$ cat src/rtl/uart_arb_pkg.sv
// Shared types and helpers for the UART transmit arbiter: FSM state encoding,
// default byte width and the circular round-robin pick function.
package uart_arb_pkg;

  localparam int DATA_W_DEF = 8;
  localparam int MAX_REQ    = 8;

  typedef enum logic [1:0] {
    ST_IDLE      = 2'd0,
    ST_START     = 2'd1,
    ST_WAIT_BUSY = 2'd2,
    ST_WAIT_DONE = 2'd3
  } arb_state_t;

  typedef struct packed {
    logic       found;
    logic [2:0] idx;
  } pick_t;

  // First asserted valid bit at or after ptr, wrapping at n (n <= MAX_REQ).
  function automatic pick_t rr_pick(input logic [MAX_REQ-1:0] valid,
                                    input logic [2:0]         ptr,
                                    input int                 n);
    pick_t res;
    int    j;
    res = '0;
    for (int k = 0; k < MAX_REQ; k++) begin
      if (k < n) begin
        j = int'(ptr) + k;
        if (j >= n) j = j - n;
        if (!res.found && valid[j[2:0]]) begin
          res.found = 1'b1;
          res.idx   = 3'(j);
        end
      end
    end
    return res;
  endfunction

endpackage

$ cat src/rtl/rr_priority_pick.sv
// Combinational circular priority encoder: lowest-index valid requester at or
// after ptr, wrapping at NUM_REQ.
module rr_priority_pick
  import uart_arb_pkg::*;
#(
  parameter  int NUM_REQ = 2,
  localparam int IDX_W   = $clog2(NUM_REQ)
) (
  input  logic [NUM_REQ-1:0] valid,
  input  logic [IDX_W-1:0]   ptr,
  output logic [IDX_W-1:0]   idx,
  output logic               found
);

  pick_t res;

  // Widen to the package's fixed width, pick, then narrow back.
  always_comb begin
    res   = rr_pick(MAX_REQ'(valid), 3'(ptr), NUM_REQ);
    idx   = IDX_W'(res.idx);
    found = res.found;
  end

endmodule

$ cat src/rtl/uart_tx_arbiter.sv
// Shares one uart_tx8 between NUM_REQ byte-stream requesters. Round-robin at
// frame granularity with a frame lock, start/busy handshake sequencing and a
// watchdog for a busy that never rises.
module uart_tx_arbiter
  import uart_arb_pkg::*;
#(
  parameter  int NUM_REQ      = 2,
  parameter  int DATA_W       = DATA_W_DEF,
  parameter  int BUSY_TIMEOUT = 16,
  localparam int IDX_W        = $clog2(NUM_REQ),
  localparam int CNT_W        = $clog2(BUSY_TIMEOUT + 1)
) (
  input  logic                      CLOCK_50,
  input  logic                      reset,
  input  logic [NUM_REQ-1:0]        req_valid,
  input  logic [NUM_REQ*DATA_W-1:0] req_data,
  input  logic [NUM_REQ-1:0]        req_last,
  output logic [NUM_REQ-1:0]        req_ready,
  output logic [DATA_W-1:0]         uart_data,
  output logic                      uart_start,
  input  logic                      uart_busy,
  output logic [IDX_W-1:0]          grant_id,
  output logic                      frame_active,
  output logic                      timeout_err
);

  localparam logic [CNT_W-1:0] CNT_LAST = CNT_W'(BUSY_TIMEOUT - 1);
  localparam logic [CNT_W-1:0] CNT_MAX  = CNT_W'(BUSY_TIMEOUT);
  localparam logic [IDX_W-1:0] IDX_LAST = IDX_W'(NUM_REQ - 1);

  arb_state_t        state, state_nxt;
  logic [IDX_W-1:0]  rr_ptr;
  logic [CNT_W-1:0]  to_cnt;
  logic [IDX_W-1:0]  pick_idx, win_idx;
  logic              pick_found, win_found;
  logic              accept;

  rr_priority_pick #(.NUM_REQ(NUM_REQ)) u_pick (
    .valid (req_valid),
    .ptr   (rr_ptr),
    .idx   (pick_idx),
    .found (pick_found)
  );

  // Winner selection: a held lock restricts eligibility to the current owner.
  always_comb begin
    // NOTE: every output of a combinational block gets a default first, so no
    // path through the ifs leaves it unassigned and a latch is never inferred.
    win_idx   = pick_idx;
    win_found = pick_found;
    req_ready = '0;
    if (frame_active) begin
      win_idx   = grant_id;
      win_found = req_valid[grant_id];
    end
    accept = (state == ST_IDLE) && !uart_busy && win_found;
    if (accept) req_ready[win_idx] = 1'b1;
  end

  // Next-state logic plus the start pulse and watchdog pulse.
  always_comb begin
    state_nxt   = state;
    uart_start  = 1'b0;
    timeout_err = 1'b0;
    unique case (state)
      ST_IDLE: begin
        if (accept) state_nxt = ST_START;
      end
      ST_START: begin
        uart_start = 1'b1;
        state_nxt  = ST_WAIT_BUSY;
      end
      ST_WAIT_BUSY: begin
        if (uart_busy) begin
          state_nxt = ST_WAIT_DONE;
        end else if (to_cnt == CNT_LAST) begin
          timeout_err = 1'b1;
          state_nxt   = ST_IDLE;
        end
      end
      ST_WAIT_DONE: begin
        if (!uart_busy) state_nxt = ST_IDLE;
      end
      default: state_nxt = ST_IDLE;
    endcase
  end

  // State register; reset aborts any transfer in flight.
  always_ff @(posedge CLOCK_50 or posedge reset) begin
    // NOTE: sequential state uses non-blocking assignments so every register
    // samples the pre-edge values, independent of statement order.
    if (reset) state <= ST_IDLE;
    else       state <= state_nxt;
  end

  // Datapath registers: latched byte, owner, lock, round-robin pointer and
  // the busy watchdog counter.
  always_ff @(posedge CLOCK_50 or posedge reset) begin
    // NOTE: the byte register is reset too, so uart_data reads 0 after reset
    // rather than a stale byte from an abandoned transfer.
    if (reset) begin
      uart_data    <= '0;
      grant_id     <= '0;
      frame_active <= 1'b0;
      rr_ptr       <= '0;
      to_cnt       <= '0;
    end else begin
      if (accept) begin
        uart_data    <= req_data[win_idx*DATA_W +: DATA_W];
        grant_id     <= win_idx;
        frame_active <= !req_last[win_idx];
        if (req_last[win_idx]) begin
          rr_ptr <= (win_idx == IDX_LAST) ? '0 : win_idx + 1'b1;
        end
      end
      if (state == ST_START) begin
        to_cnt <= '0;
      end else if (state == ST_WAIT_BUSY && to_cnt != CNT_MAX) begin
        to_cnt <= to_cnt + 1'b1;
      end
    end
  end

endmodule

$ cat config.mk
export PLATFORM = sky130hd
export DESIGN_NAME = uart_tx_arbiter
export DESIGN_NICKNAME = d
export VERILOG_FILES = /design/src/rtl/uart_arb_pkg.sv /design/src/rtl/rr_priority_pick.sv /design/src/rtl/uart_tx_arbiter.sv
export SDC_FILE = /design/constraint.sdc
export NUM_CORES = 1
export LEC_CHECK = 0
export ABC_AREA = 1
export CAP_MARGIN = 20
export CORE_MARGIN = 2
export CORE_UTILIZATION = 34
export DETAILED_ROUTE_END_ITERATION = 7
export GPL_TIMING_DRIVEN = 0
export PLACE_DENSITY = 0.68
export SLEW_MARGIN = 40
export SYNTH_ARGS = -nofsm -noshare
export SYNTH_HDL_FRONTEND = slang
export SYNTH_SLANG_ARGS = --single-unit
$ cat constraint.sdc
create_clock -name CLOCK_50 -period 1.4 [get_ports CLOCK_50]
set_input_delay 0.21 -clock CLOCK_50 [delete_from_list [all_inputs] [get_ports CLOCK_50]]
set_output_delay 0.21 -clock CLOCK_50 [all_outputs]
set_load 0.03 [all_outputs]
# Word-level counts from Yosys, hierarchy flattened
# Cells that the tools add are included.
# word_totals
reg_bits	18
input_bits	23
word_cells	68
output_inout_bits	14
# op_classes
reduce_logical	12
muxes	29
addsub	5
n_shift	1
n_eq_ne	8
magnitude_cmp	7
# op_table
cell	n
>= comparator 32 x 3 -> 1 bit (second input constant)	1
indexed part select 16 x 5 -> 8 bit	1
two-way mux 1 bit	14
two-way mux 2 bit	5
two-way mux 5 bit	2
less-than comparator 3 x 4 -> 1 bit (second input constant)	2
two-way mux 4 bit	2
case mux 2 bit (4 select lines)	1
binary-select mux 1 bit (select 3 bit)	2
two-way mux 3 bit	2
adder 5 x 1 -> 5 bit (second input constant)	1
equality test 5 x 4 -> 1 bit (second input constant)	1
logical AND 1 bit	5
!= test 5 bit (second input constant)	1
equality test 2 bit (second input constant)	2
less-than comparator 1 x 2 -> 1 bit (second input constant)	2
!= test 2 bit (second input constant)	2
logical NOT 1 bit	3
!= test 3 bit (second input constant)	1
AND reduction 3 bit	1
subtractor 1 x 2 -> 3 bit (second input constant)	1
subtractor 3 bit (second input constant)	1
adder 1 x 1 -> 2 bit (second input constant)	1
equality test 2 x 1 -> 1 bit (second input constant)	1
7 further kinds	7

# Depth between registers and ports, before layout
# depth
depth_word	14
mapped_depth	8
depth_no_buf	8

# Cells and area by module
# Synthesis repeated with hierarchy kept, for this count alone.
# hier_totals
hier_cells	151
area_unflattened_um2	1056.0
# modules_own_cells
module	instances	area_per_inst_um2	cells_per_inst	seq_area_each_um2
uart_tx_arbiter	1	1037.2	147	450.4
rr_priority_pick	1	18.8	4	0.0

# Worst setup path before layout
# OpenSTA, ideal clock, no wires.
# synth_path
path_kind	register to output
startpoint	register grant_id
endpoint	output req_ready[1]
t_arrival_ns	1.567
slack_ns	-0.377
stages_incl_launch_ff	8
required_ns	1.190
n_path_buf	1
path_cell_list	dfrtp_1 -> inv_1 -> nand2_1 -> nand2_1 -> nand2_1 -> nand2_1 -> buf_4 -> a21oi_1
# synth_via
elab_chain_cells	6
word_cells_on_any_way	11
cone_classes	order compare (2); mux (7); reduce/logical (2)
# synth_rtl
item	line	text
start, declared	uart_tx_arbiter.sv:22	output logic [IDX_W-1:0] grant_id,
start signal, assigned	uart_tx_arbiter.sv:110	grant_id <= win_idx;
two-way mux 1 bit	uart_tx_arbiter.sv:52	if (frame_active) begin
less-than comparator 1 x 2 -> 1 bit (not written as such) or >= comparator 1 bit (tied branches)	uart_tx_arbiter.sv:57	if (accept) req_ready[win_idx] = 1'b1;
logical AND 1 bit (not written as such)	uart_tx_arbiter.sv:57	
two-way mux 1 bit (not written as such)	uart_tx_arbiter.sv:57	
demux 1 bit (select 1 bit)	uart_tx_arbiter.sv:57	
two-way mux 2 bit *	uart_tx_arbiter.sv:57	
end, declared	uart_tx_arbiter.sv:18	output logic [NUM_REQ-1:0] req_ready,
# Every way passes the cells marked *; elsewhere a longest branch is shown, timed or not. The select of a mux whose other input is x is not followed.

# Worst setup path after layout
# layout_path
startpoint	register to_cnt[0]
endpoint	output timeout_err
# layout_via
elab_chain_cells	4
# layout_rtl
item	line	text
start, declared	uart_tx_arbiter.sv:33	logic [CNT_W-1:0] to_cnt;
start signal, assigned	uart_tx_arbiter.sv:119	to_cnt <= to_cnt + 1'b1;
equality test 5 x 4 -> 1 bit	uart_tx_arbiter.sv:76	end else if (to_cnt == CNT_LAST) begin
two-way mux 1 bit	uart_tx_arbiter.sv:76	
two-way mux 1 bit	uart_tx_arbiter.sv:74	if (uart_busy) begin
two-way mux 1 bit	uart_tx_arbiter.sv:65	unique case (state)
end, declared	uart_tx_arbiter.sv:24	output logic timeout_err
# No other way between the ends.

==> reports/results.ini <==
[worst_setup_path]
crit_path_max_fanout=2
cp.arrival_ps=1490
crit_path_max_incr_delay_ps=380
cpLargestDelayFamily=flip-flops
start_kind=flop
required_ps=1190
startpoint=to_cnt[0]
path_cells=ha_2 -> nand2_2 -> nor2_2 -> ha_2 -> and3_4 -> buf_6
end_kind=output pin
cpMaxStageDelayCell=dfrtp_1
crit_path_frequent_cell=ha_2
critPathKind=reg2out
cp_num_buf_inv=1
worst_r2r_startpoint=to_cnt[0]

[clock_network]
cts_buffers=3
clockRootBuffer=clkbuf_4
cts_tree=yes
cts.clk_slew.worst_paths_ps=110
cts.sinks=18
cts_htree_levels=1
clk_path_buf_depth=2
insertion_delay_ps=290
hold_buffers=0

[timing]
min_period_over_period_pct=122
tightest_slew_ps=700
fmax_ghz=0.587
maxSlewHeadroom_pct=53.3
fin_skew_ps=9.64
setup_slack_ps=-304
setup-violations-final=9
rsz0062_at_grt=true
timing.hold.ws_ps=310
hold_viol=0
drv_slew=0
setup_tns_ps=-1150
period_needed_ps=1700

[synth]
ys_ff_latch=18
synthMuxAreaShare_pct=0
synth_top_cells_by_area=dfrtp_1 (44%), nand2_1 (21%), nand3_1 (7.3%)
yosys.area.top_type_share_pct=43.8
syn-instance-count=139
avgSynthCellArea_um2=7.40
yosys_warnings=0
synth_compound_area_share_pct=8.76
synth_xor_area_share_pct=1.70
synth_area_um2=1030
yosysSeqAreaShare_pct=43.8
synth_top_family_by_area=simple AND/OR/NAND/NOR gates
synth_top_area_cell=dfrtp_1
synth_flop_cell=dfrtp_1
synthesis.nets=165
synthDistinctLibCells=22
synthSimpleGateAreaFrac_pct=34.9
synthAdderAreaFrac_pct=3.65
synthArstFlopShare_pct=100
synth-edff-count=0

[global_route]
overflow=0
grt_max_degree=19
grt.total_usage_pct=16.9
antenna_found_initial=0
grt_pass1_wl_um=4550
first_global_vias=1079

[cells_and_area]
final_cell_mix=nand2_1 (48), clkdlybuf4s50_1 (22), buf_4 (16)
fillers=245
multi_input_area_um2=606
areaGrowthSynthToFinish_pct=68.0
regArea_um2=455
stdcell_area_um2=1730
diodes=0
final_common_cell=nand2_1
nNetsFinal=224
stdcell_count=228
drive_gt1_share_pct=31.5

[placed_design]
dpl.hpwl_um=1880
gp_congestion=0.725
placed_cell_area_um2=1450
numPortBuffers=36
dp_worst_setup_slack_ps=-853
dp_cells=206

[routing]
drt_iter0_markers=29
dr.pass1.iters=4
routed-via-count=1122
routedWlPerCell_um=12.8
via_per_inst=4.92
drt_wl_total_um=2920
ant_nets=0
drcViolationCount=0

[status]
violations=negative setup slack
run_status=complete, but fails checks

[power]
leakage_uw=0.000870
vdd_ir_drop_max_mv=0.903
power_density_nw_per_um2=2000

[floorplan]
coreArea_um2=2810
rows=19
die_area_um2=3480
die_y_um=59
floorplan.die.width_um=59
ios=37
initial_core_util_pct=36.7

[worst_hold_path]
hold_path_class=in2async

[flow_run]
maxCapViolCount=0

## registers in the layout, summed over array words and instances, names as in the netlist
signal,cells
frame_active,1
grant_id,1
rr_ptr,1
state,2
to_cnt,5
uart_data,8
## synthesized netlist by cell type, types with 2 or more instances
cell and instances:
nand3_1 15, o22ai_1 3, nor2_1 5, buf_2 2, dfrtp_1 18, nor2_2 3
a21oi_1 3, ha_1 3, o21ai_0 3, inv_1 15, nand2_1 58
## per-layer routing
| layer | share of wire [%] | track usage [%] |
|---|---|---|
| met5 | 0 | 0 |
| met4 | 0 | 4.55 |
| met3 | 5.7 | 3.06 |
| met2 | 52 | 31.7 |
| met1 | 42 | 19.6 |
## kinds of logic after synthesis
| logic type | after synthesis |
|---|---|
| fa+ha+maj | 3 |
| simple gates | 85 |
| xor+xnor | 2 |
| compound gates | 13 |
| flops | 18 |
| buf+inv | 18 |
## area by class of cell
type / count / area share [%]
Tap cell: 31 / 2.24
Buffer: 3 / 1.74
Clock buffer: 4 / 2.10
Timing Repair Buffer: 54 / 29.3
Inverter: 15 / 3.26
Sequential cell: 18 / 26.4
Multi-Input combinational cell: 103 / 35.0
## metrics by stage
step                      total power (uW)  utilization (%)
after CTS                             3180             57.3
after floorplan                       2080                -
after global placement                2600             51.7
after global routing                  3730             61.6
after detailed placement              2660             51.7
final                                 3460             61.6
## where the power goes
part / total (uW) / internal [uW] / switching, uW
registers: 914 / 746 / 168
clock network: 327 / 158 / 168
logic: 2220 / 940 / 1280
total: 3460 / 1840 / 1610
## worst register-to-register path, delay by kind of cell, from the launching register on
kind            cells  cell delay, ps
flops               1             410
fa+ha+maj           1             150
compound gates      2             280
buf+inv             3             340
simple gates        2             270
## final timing paths
path	cells past startpoint	slack (ps)	endpoint
min in group CLOCK_50	2	490	uart_data[4]
max in group asynchronous	2	600	frame_active
setup reg to reg	8	-100	to_cnt[1]
hold reg to reg	2	490	uart_data[4]
hold / removal	2	310	uart_data[7]
setup / recovery	6	-300	timeout_err
## repair_timing
action | CTS | global route
gates resized for setup | 54 | 17
endpoints found under the hold margin | 0 | 0
endpoints found under the setup margin | 15 | 14
pin swaps | 6 | 7
buffers inserted | 11 | 8
Power figures use the tool's default switching activity.
